**src/rtl/mult_pkg.sv**
```systemverilog
// Shared types and constants for the pipelined MIPS multiplier.
package mult_pkg;

    localparam int MULT_DATA_W     = 32;
    localparam int MULT_RD_W       = 5;
    localparam int MULT_STAGES_MIN = 1;
    localparam int MULT_STAGES_MAX = 8;

    // Field order matters: valid is the MSB when a slot is flattened to a vector.
    typedef struct packed {
        logic                   valid;
        logic [MULT_RD_W-1:0]   rd;
        logic [MULT_DATA_W-1:0] hi;
        logic [MULT_DATA_W-1:0] lo;
    } mult_slot_t;

    localparam int MULT_SLOT_W = $bits(mult_slot_t);

    function automatic bit stages_ok(input int stages);
        return (stages >= MULT_STAGES_MIN) && (stages <= MULT_STAGES_MAX);
    endfunction

endpackage

```
**src/rtl/mult_pipe_stage.sv**
```systemverilog
// One pipeline slot: synchronous reset, synchronous clear and hold-enable.
module mult_pipe_stage
    import mult_pkg::*;
#(
    parameter int W = MULT_SLOT_W
) (
    input  logic         i_clk,
    input  logic         i_rst_n,
    input  logic         i_en,
    input  logic         i_clr,
    input  logic [W-1:0] i_d,
    output logic [W-1:0] o_q
);

    // Clear wins over enable so a flush lands even while the pipe is stalled.
    always_ff @(posedge i_clk) begin
        if (!i_rst_n) begin
            o_q <= '0;
        end else if (i_clr) begin
            o_q <= '0;
        end else if (i_en) begin
            o_q <= i_d;
        end
    end

endmodule

```
**src/rtl/pipelined_mult_unit.sv**
```systemverilog
// Fully pipelined signed/unsigned multiplier with stall/flush and a tagged full-width product.
// Optional HI/LO architectural registers are built when MULT_HILO_EN is defined.
module pipelined_mult_unit
    import mult_pkg::*;
#(
    parameter int DATA_W = MULT_DATA_W,
    parameter int STAGES = 4,
    parameter int RD_W   = MULT_RD_W
) (
    input  logic              i_clk,
    input  logic              i_rst_n,
    input  logic              i_valid,
    input  logic              i_signed,
    input  logic [DATA_W-1:0] i_a,
    input  logic [DATA_W-1:0] i_b,
    input  logic [RD_W-1:0]   i_rd,
    input  logic              i_stall,
    input  logic              i_flush,
    output logic              o_valid,
    output logic [DATA_W-1:0] o_result_hi,
    output logic [DATA_W-1:0] o_result_lo,
    output logic [RD_W-1:0]   o_rd,
    output logic              o_busy,
    output logic [DATA_W-1:0] o_hi,
    output logic [DATA_W-1:0] o_lo
);

    localparam bit STAGES_LEGAL = stages_ok(STAGES);
    localparam int PROD_W       = 2 * DATA_W;

    generate
        if (!STAGES_LEGAL) begin : g_bad_stages
            $error("pipelined_mult_unit: STAGES must be within 1..8");
        end
    endgenerate

    // Same layout as mult_slot_t, sized by this instance's parameters.
    typedef struct packed {
        logic              valid;
        logic [RD_W-1:0]   rd;
        logic [DATA_W-1:0] hi;
        logic [DATA_W-1:0] lo;
    } slot_t;

    localparam int SLOT_W    = $bits(slot_t);
    localparam int VALID_BIT = SLOT_W - 1;

    logic [PROD_W-1:0] a_ext;
    logic [PROD_W-1:0] b_ext;
    logic [PROD_W-1:0] prod;
    slot_t             slot_in;

    // Extending to 2*DATA_W and truncating the product gives the exact result for both modes.
    always_comb begin
        a_ext = i_signed ? {{DATA_W{i_a[DATA_W-1]}}, i_a} : {{DATA_W{1'b0}}, i_a};
        b_ext = i_signed ? {{DATA_W{i_b[DATA_W-1]}}, i_b} : {{DATA_W{1'b0}}, i_b};
        prod  = a_ext * b_ext;
    end

    always_comb begin
        slot_in = '0;
        if (i_valid) begin
            slot_in.valid = 1'b1;
            slot_in.rd    = i_rd;
            slot_in.hi    = prod[PROD_W-1:DATA_W];
            slot_in.lo    = prod[DATA_W-1:0];
        end
    end

    logic              stage_en;
    logic [SLOT_W-1:0] slot_d [STAGES];
    logic [SLOT_W-1:0] slot_q [STAGES];

    assign stage_en = ~i_stall;

    // Accept gating (stall/flush) is implied by the stage enable and clear.
    generate
        for (genvar k = 0; k < STAGES; k++) begin : g_stage
            if (k == 0) begin : g_head
                assign slot_d[k] = slot_in;
            end else begin : g_link
                assign slot_d[k] = slot_q[k-1];
            end

            mult_pipe_stage #(
                .W (SLOT_W)
            ) u_stage (
                .i_clk   (i_clk),
                .i_rst_n (i_rst_n),
                .i_en    (stage_en),
                .i_clr   (i_flush),
                .i_d     (slot_d[k]),
                .o_q     (slot_q[k])
            );
        end
    endgenerate

    slot_t out_slot;
    assign out_slot = slot_q[STAGES-1];

    assign o_valid     = out_slot.valid;
    assign o_result_hi = out_slot.valid ? out_slot.hi : '0;
    assign o_result_lo = out_slot.valid ? out_slot.lo : '0;
    assign o_rd        = out_slot.valid ? out_slot.rd : '0;

    always_comb begin
        o_busy = 1'b0;
        for (int k = 0; k < STAGES; k++) begin
            o_busy = o_busy | slot_q[k][VALID_BIT];
        end
    end

`ifdef MULT_HILO_EN
    logic [DATA_W-1:0] hi_q;
    logic [DATA_W-1:0] lo_q;

    // A stalled result is only written on the cycle it is finally consumed.
    always_ff @(posedge i_clk) begin
        if (!i_rst_n) begin
            hi_q <= '0;
            lo_q <= '0;
        end else if (o_valid && !i_stall) begin
            hi_q <= o_result_hi;
            lo_q <= o_result_lo;
        end
    end

    assign o_hi = hi_q;
    assign o_lo = lo_q;
`else
    assign o_hi = '0;
    assign o_lo = '0;
`endif

endmodule

```
**config.mk**
```make
export PLATFORM = sky130hd
export DESIGN_NAME = pipelined_mult_unit
export DESIGN_NICKNAME = d
export VERILOG_FILES = /design/src/rtl/mult_pkg.sv /design/src/rtl/mult_pipe_stage.sv /design/src/rtl/pipelined_mult_unit.sv
export SDC_FILE = /design/constraint.sdc
export NUM_CORES = 2
export LEC_CHECK = 0
export CORE_ASPECT_RATIO = 1.4
export CORE_UTILIZATION = 25
export DETAILED_ROUTE_END_ITERATION = 6
export GPL_TIMING_DRIVEN = 0
export PLACE_DENSITY_LB_ADDON = 0.15
export SLEW_MARGIN = 5
export SYNTH_ARGS = -nofsm -noshare
export SYNTH_HDL_FRONTEND = slang
export SYNTH_SLANG_ARGS = --single-unit
```
**constraint.sdc**
```tcl
create_clock -name i_clk -period 13.2 [get_ports i_clk]
set_clock_uncertainty 0.1 [all_clocks]
set_input_delay 2.64 -clock i_clk [delete_from_list [all_inputs] [get_ports i_clk]]
set_output_delay 2.64 -clock i_clk [all_outputs]
set_load 0.01 [all_outputs]
```
== Yosys cells after proc, flatten, opt, wreduce, memory -nomap -nowiden ==
Cells that the tools add are included.

* Register bits: 280
* Bits in latches: 0
* Memory bits (writable): 0
* Bits in read-only memories: 0
* Input bits: 75
* Output and inout bits: 135
* Memories: 0

* $add $sub $neg: 0
* Multiply operators: 1
* Div/mod/pow operators: 0
* $lt $le $gt $ge: 0
* Equal/unequal tests: 0
* Shift-type cells: 0
* Multiplexer cells: 6
* Bitwise logic cells: 4
* Reductions and logical operators: 1

{| class="wikitable"
|+ Operator list
! kind !! number
|-
| $mux 64 || 2
|-
| $mux 70 || 1
|-
| $mul 64x64->64 || 1
|-
| $mux 32 || 2
|-
| $mux 5 || 1
|-
| $or 1x1->1 || 3
|-
| $reduce_or 2->1 || 1
|-
| $not 1->1 || 1
|}

== Logic depth before layout (Yosys ltp) ==
* Word-level depth: 3
* Gate-level depth with buffers: 37

== Modules after synthesis ==
From an unflattened synthesis, not the netlist that was laid out.

* Cell total of the unflattened synthesis: 6,264
* Area, all modules: 59,744.8 um2

{| class="wikitable"
|+ By module, submodules not included
! module !! instances !! cells each !! area an instance (um2) !! seq. area each (um2)
|-
| pipelined_mult_unit || 1 || 5,356 || 49,640.1 || 0.0
|-
| mult_pipe_stage || 4 || 227 || 2,526.2 || 1,401.3
|}

== Worst setup path before layout ==
No wires, ideal clock.

* Kind: in2reg
* From: input i_signed
* To: register g_stage[0].u_stage.o_q[63]
* Arrival: 11.237 ns
* Data required time: 12.983 ns
* Path slack: 1.746 ns
* Cell stages on the path: 31
* Path buffers: 3
* Cell sequence: and2_1 -> clkbuf_1 -> clkbuf_1 -> nand2_1 -> fa_1 -> inv_1 -> fa_1 -> fa_1 -> inv_1 -> fa_1 -> inv_1 -> fa_1 -> fa_1 -> fa_1 -> fa_1 -> fa_1 -> inv_1 -> fa_1 -> inv_1 -> ha_1 -> clkbuf_1 -> a21oi_1 -> o21a_1 -> nor2_1 -> o31a_1 -> o21ai_0 -> a21oi_1 -> a211oi_1 -> o31ai_1 -> xnor2_1 -> a22o_1

* Longest elaborated chain between the ends: 3
* Elaborated cells between the ends (all ways): 4

{| class="wikitable"
|+ Ends and longest elaborated chain
! item !! line !! RTL
|-
| start: declaration || pipelined_mult_unit.sv:13 || <nowiki>input logic i_signed,</nowiki>
|-
| $mux 64, on equally long branches || pipelined_mult_unit.sv:55, pipelined_mult_unit.sv:56 ||
|-
| $mul 64x64->64 (*) || pipelined_mult_unit.sv:57 || <nowiki>prod = a_ext * b_ext;</nowiki>
|-
| $mux 70 (*) || pipelined_mult_unit.sv:62 || <nowiki>if (i_valid) begin</nowiki>
|-
| end signal: assignment || mult_pipe_stage.sv:22 || <nowiki>o_q <= i_d;</nowiki>
|-
| end: declaration || mult_pipe_stage.sv:12 || <nowiki>output logic [W-1:0] o_q</nowiki>
|}

Mark *: on every way between the ends. The rest lies on a longest branch, timed or not.
A chain may end at the register's enable or synchronous reset.

== Worst setup path after layout ==
* From: input i_a[11]
* To: register g_stage[0].u_stage.o_q[62]

* Longest elaborated chain between the ends: 3

{| class="wikitable"
|+ Ends and longest elaborated chain
! item !! line !! RTL
|-
| start: declaration || pipelined_mult_unit.sv:14 || <nowiki>input logic [DATA_W-1:0] i_a,</nowiki>
|-
| $mux 64 || pipelined_mult_unit.sv:55 || <nowiki>a_ext = i_signed ? {{DATA_W{i_a[DATA_W-1]}}, i_a} : {{DATA_W{1'b0}}, i_a};</nowiki>
|-
| $mul 64x64->64 || pipelined_mult_unit.sv:57 ||
|-
| $mux 70 || pipelined_mult_unit.sv:62 ||
|}

No other way between the ends.

==> reports/metrics.sh <==
RUN_STATUS='finished, final reports clean'
FIRST_GLOBAL_VIAS=47755
CRIT_FANOUT=10
DETAIL_ROUTE.DRC_VIOLATIONS=0
MAX_CAP_VIOLATIONS=0
CRIT_SHARE_POST_ROUTE_PCT=98.5
YOSYS.CELL_TYPES.COUNT=68
DPL.CELL_COUNT=9440
CTS_ROOT_BUF='sky130_fd_sc_hd__clkbuf_16'
CTS_BUFFERS=27
REPORT.FINAL.SETUP_VIOL=0
TIME_THE_WORST_PATH_NEEDS_WITH_I_O_DELAYS_AND_SETUP_NS=13.00
LARGEST_REGISTER_FFS=280
CLOCK_TREE.BUFFER_DEPTH=3
NUMBER_OF_BUFFER_CELLS_ADDED_ON_PRIMARY_PORTS=140
DIE_AREA_SQ_UM=236000
HTREEDEPTH=1
STD_CELL_ROWS=209
FINAL_LAYOUT_SIZE_SUFFIX_GT1_SHARE_PCT=2.68
ANTENNA_FOUND_INITIAL=39
AREA_SHARE_OF_THE_LEADING_CELL_TYPE_IN_THE_SYNTHESIZED_NETLIST_PCT=48.7
SYN_TO_FINAL_GROWTH_PCT=11.1
TRITONCTS='done'
NETS=8212
START_UTIL_PCT=25.2
MOST-COMMON-LAYOUT-CELLS='sky130_fd_sc_hd__inv_1, sky130_fd_sc_hd__fa_1, sky130_fd_sc_hd__and2_1'
REPORT.FINAL.SLEW_VIOL_COUNT=0
NETLIST_INSTANCES=6176
HOLD_CLASS='flop to flop'
VIA_DENSITY=4.39
NUMBER_OF_SYNTHESIZED_REGISTER_BITS=280
MOST_NUMEROUS_CELL_ON_THE_CRITICAL_PATH='sky130_fd_sc_hd__fa_1'
PEAK_PER_STAGE_DELAY_ON_THE_CRITICAL_PATH_NS=0.99
CRITICAL_PATH.SLOWEST_CELL='sky130_fd_sc_hd__clkdlybuf4s50_1'
HOLD_VIOL=0
LAYOUT.CELLS.MOST_COMMON='sky130_fd_sc_hd__inv_1'
PLACE.GP.CONGESTION=0.936
CRITPATHKIND='input pin to flop'
CRITPATHREQUIREDTIME_NS=13.51
GRT_USAGE_PCT=20.1
TRITONCTS_NUM_SINKS=280
CLK_LATENCY_NS=0.55
DETAILEDPLACEMENTHPWL_MM=205
DIEWIDTH_UM=411
CTS_SETUP_BUFFERS=0
SYNTH_AREA_SQ_UM=58500
NETLIST_TOP_CELLS_AREA='sky130_fd_sc_hd__fa_1, sky130_fd_sc_hd__inv_1, sky130_fd_sc_hd__dfxtp_1'
PATH_CLK_SLEW_NS=0.06
DETAIL_ROUTE.ITER0.VIOLATIONS=2256
CLOCK.FMAX_MHz=76.9
GR-TOTAL-OVERFLOW=0
FINALNONFILLERCELLS=9500
TIMING.CRITICAL_PATH.TO_TYPE='flop'
ROUTED_LENGTH_PER_PLACED_INSTANCE_UM=24.5
TOP_REGISTER='g_stage.u_stage.o_q'
LARGEST_NET_DEGREE_AT_THE_START_OF_GLOBAL_ROUTING=28
MAX_SLEW_MARGIN_PCT=8.47
NETLIST.TOP_CELL.BY_AREA='sky130_fd_sc_hd__fa_1'
SYNTH_FF_TYPE='sky130_fd_sc_hd__dfxtp_1'
YS_SEQ_AREA_SHARE_PCT=9.59
RSZ0062_AT_GRT='no'
ROUTE.FINAL.WIRE_LENGTH_MM=233
FIRST_PASS_GRT_WIRE_LENGTH_MM=336
CRITPATHARRIVALTIME_NS=13.31
REG.LARGEST.LIST='g_stage.u_stage.o_q (280)'
NUM_IO_PINS=210
TOTAL_OF_WARNINGS_RAISED_BY_YOSYS=0
SYNTH-EDFF-COUNT=0
CORE-AREA_SQ_UM=232000
POSTSYNTHAREAPERCELL_SQ_UM=9.47
DETAILROUTE.VIA_COUNT=41745
FP.DIEH_UM=574
WORST_PIN_SLEW_NS=1.37
ASYNCSETRESETFLOPFRACSYNTH_PCT=0
WORST_SETUP_PATH_START_KIND='input pin'
FIRSTDRTPASSITERS=5
ANT_NETS=0
-- final cells by class --
| type | instances | area, sq um |
|---|---|---|
| flip-flops and latches | 280 | 5610 |
| diodes | 14 | 35.0 |
| repair buffers | 142 | 1440 |
| clock inverters | 7 | 67.6 |
| multi-input cells | 4046 | 45700 |
| clock buffers | 40 | 805 |
| plain buffers | 375 | 1700 |
| well taps | 3059 | 3830 |
| fillers | 25020 | 167000 |
| inverters | 1537 | 5770 |
-- metal layers --
metal,wire length [um],vias up,GRT usage [%],share of wire (%)
met3,8430,357,1.32,3.6
met4,17000,6,11.5,7.3
met1,83600,22120,22.0,36
met5,34,-,0,0.015
li1,-,18209,-,-
met2,124000,1053,38.0,53
-- cells in the mapped netlist (10+ instances only) --
cell,instances
sky130_fd_sc_hd__nand4_1,18
sky130_fd_sc_hd__ha_1,307
sky130_fd_sc_hd__o21ai_0,66
sky130_fd_sc_hd__and2_1,641
sky130_fd_sc_hd__buf_4,64
sky130_fd_sc_hd__buf_1,27
sky130_fd_sc_hd__and3_1,22
sky130_fd_sc_hd__fa_1,1421
sky130_fd_sc_hd__xnor2_1,90
sky130_fd_sc_hd__inv_1,1537
sky130_fd_sc_hd__a22oi_1,33
sky130_fd_sc_hd__nand2_1,589
sky130_fd_sc_hd__nand3_1,16
sky130_fd_sc_hd__clkbuf_1,284
sky130_fd_sc_hd__a31oi_1,10
sky130_fd_sc_hd__o21bai_1,12
sky130_fd_sc_hd__a21oi_1,80
sky130_fd_sc_hd__dfxtp_1,280
sky130_fd_sc_hd__mux2i_1,214
sky130_fd_sc_hd__xor2_1,28
sky130_fd_sc_hd__nor2_1,291
sky130_fd_sc_hd__a21o_1,36
-- path summary, 6_finish.rpt --
check / start / end / slack (ns) / cells after the start
setup / recovery: i_a[11] / g_stage[0].u_stage.o_q[62] / 0.20 / 29
setup reg to reg: g_stage[3].u_stage.o_q[69] / g_stage[3].u_stage.o_q[69] / 11.79 / 3
hold / removal: g_stage[0].u_stage.o_q[56] / g_stage[0].u_stage.o_q[56] / 0.36 / 2
hold reg to reg: g_stage[0].u_stage.o_q[56] / g_stage[0].u_stage.o_q[56] / 0.36 / 2
-- logic make-up after synthesis --
group | synth area share [%]
other | 0.00642
XOR/XNOR | 1.77
AND/OR/NAND/NOR | 13.5
adder cells (fa/ha/maj) | 55.3
AO/OA/AOI/OAI | 3.47
buffers and inverters | 12.7
multiplexers | 3.66
flip-flops | 9.59
-- critical path: cells and delay by family --
kind / cells / cell delay, ns
AO/OA/AOI/OAI: 5 / 1.40
AND/OR/NAND/NOR: 3 / 0.91
buffers and inverters: 9 / 2.79
adder cells (fa/ha/maj): 11 / 5.26
XOR/XNOR: 1 / 0.26
-- timing repair --
action,in CTS,in global routing
setup endpoints to repair,19,12
hold buffers,0,0
hold endpoints to repair,0,0
resized for setup,10,63
-- per-stage QoR --
| stage | area (sq um) | worst slack [ns] | util, % | hold WS (ns) | TNS, ns |
|---|---|---|---|---|---|
| CTS | 64800 | 0.0000879 | 28.0 | 0.367 | 0 |
| global placement | 63900 | -1.72 | 27.6 | 0.347 | -21.60 |
| finish | 64900 | 0.203 | 28.0 | 0.359 | 0 |
| detailed placement | 64000 | -1.70 | 27.6 | 0.355 | -22.14 |
| floorplan | 58700 | 1.75 | - | 0.324 | 0 |
| global route | 64900 | 0.0248 | 28.0 | 0.395 | 0 |
Power is not shown: default switching activity piles up to over one toggle a cycle in this logic, so the estimate is an artifact.
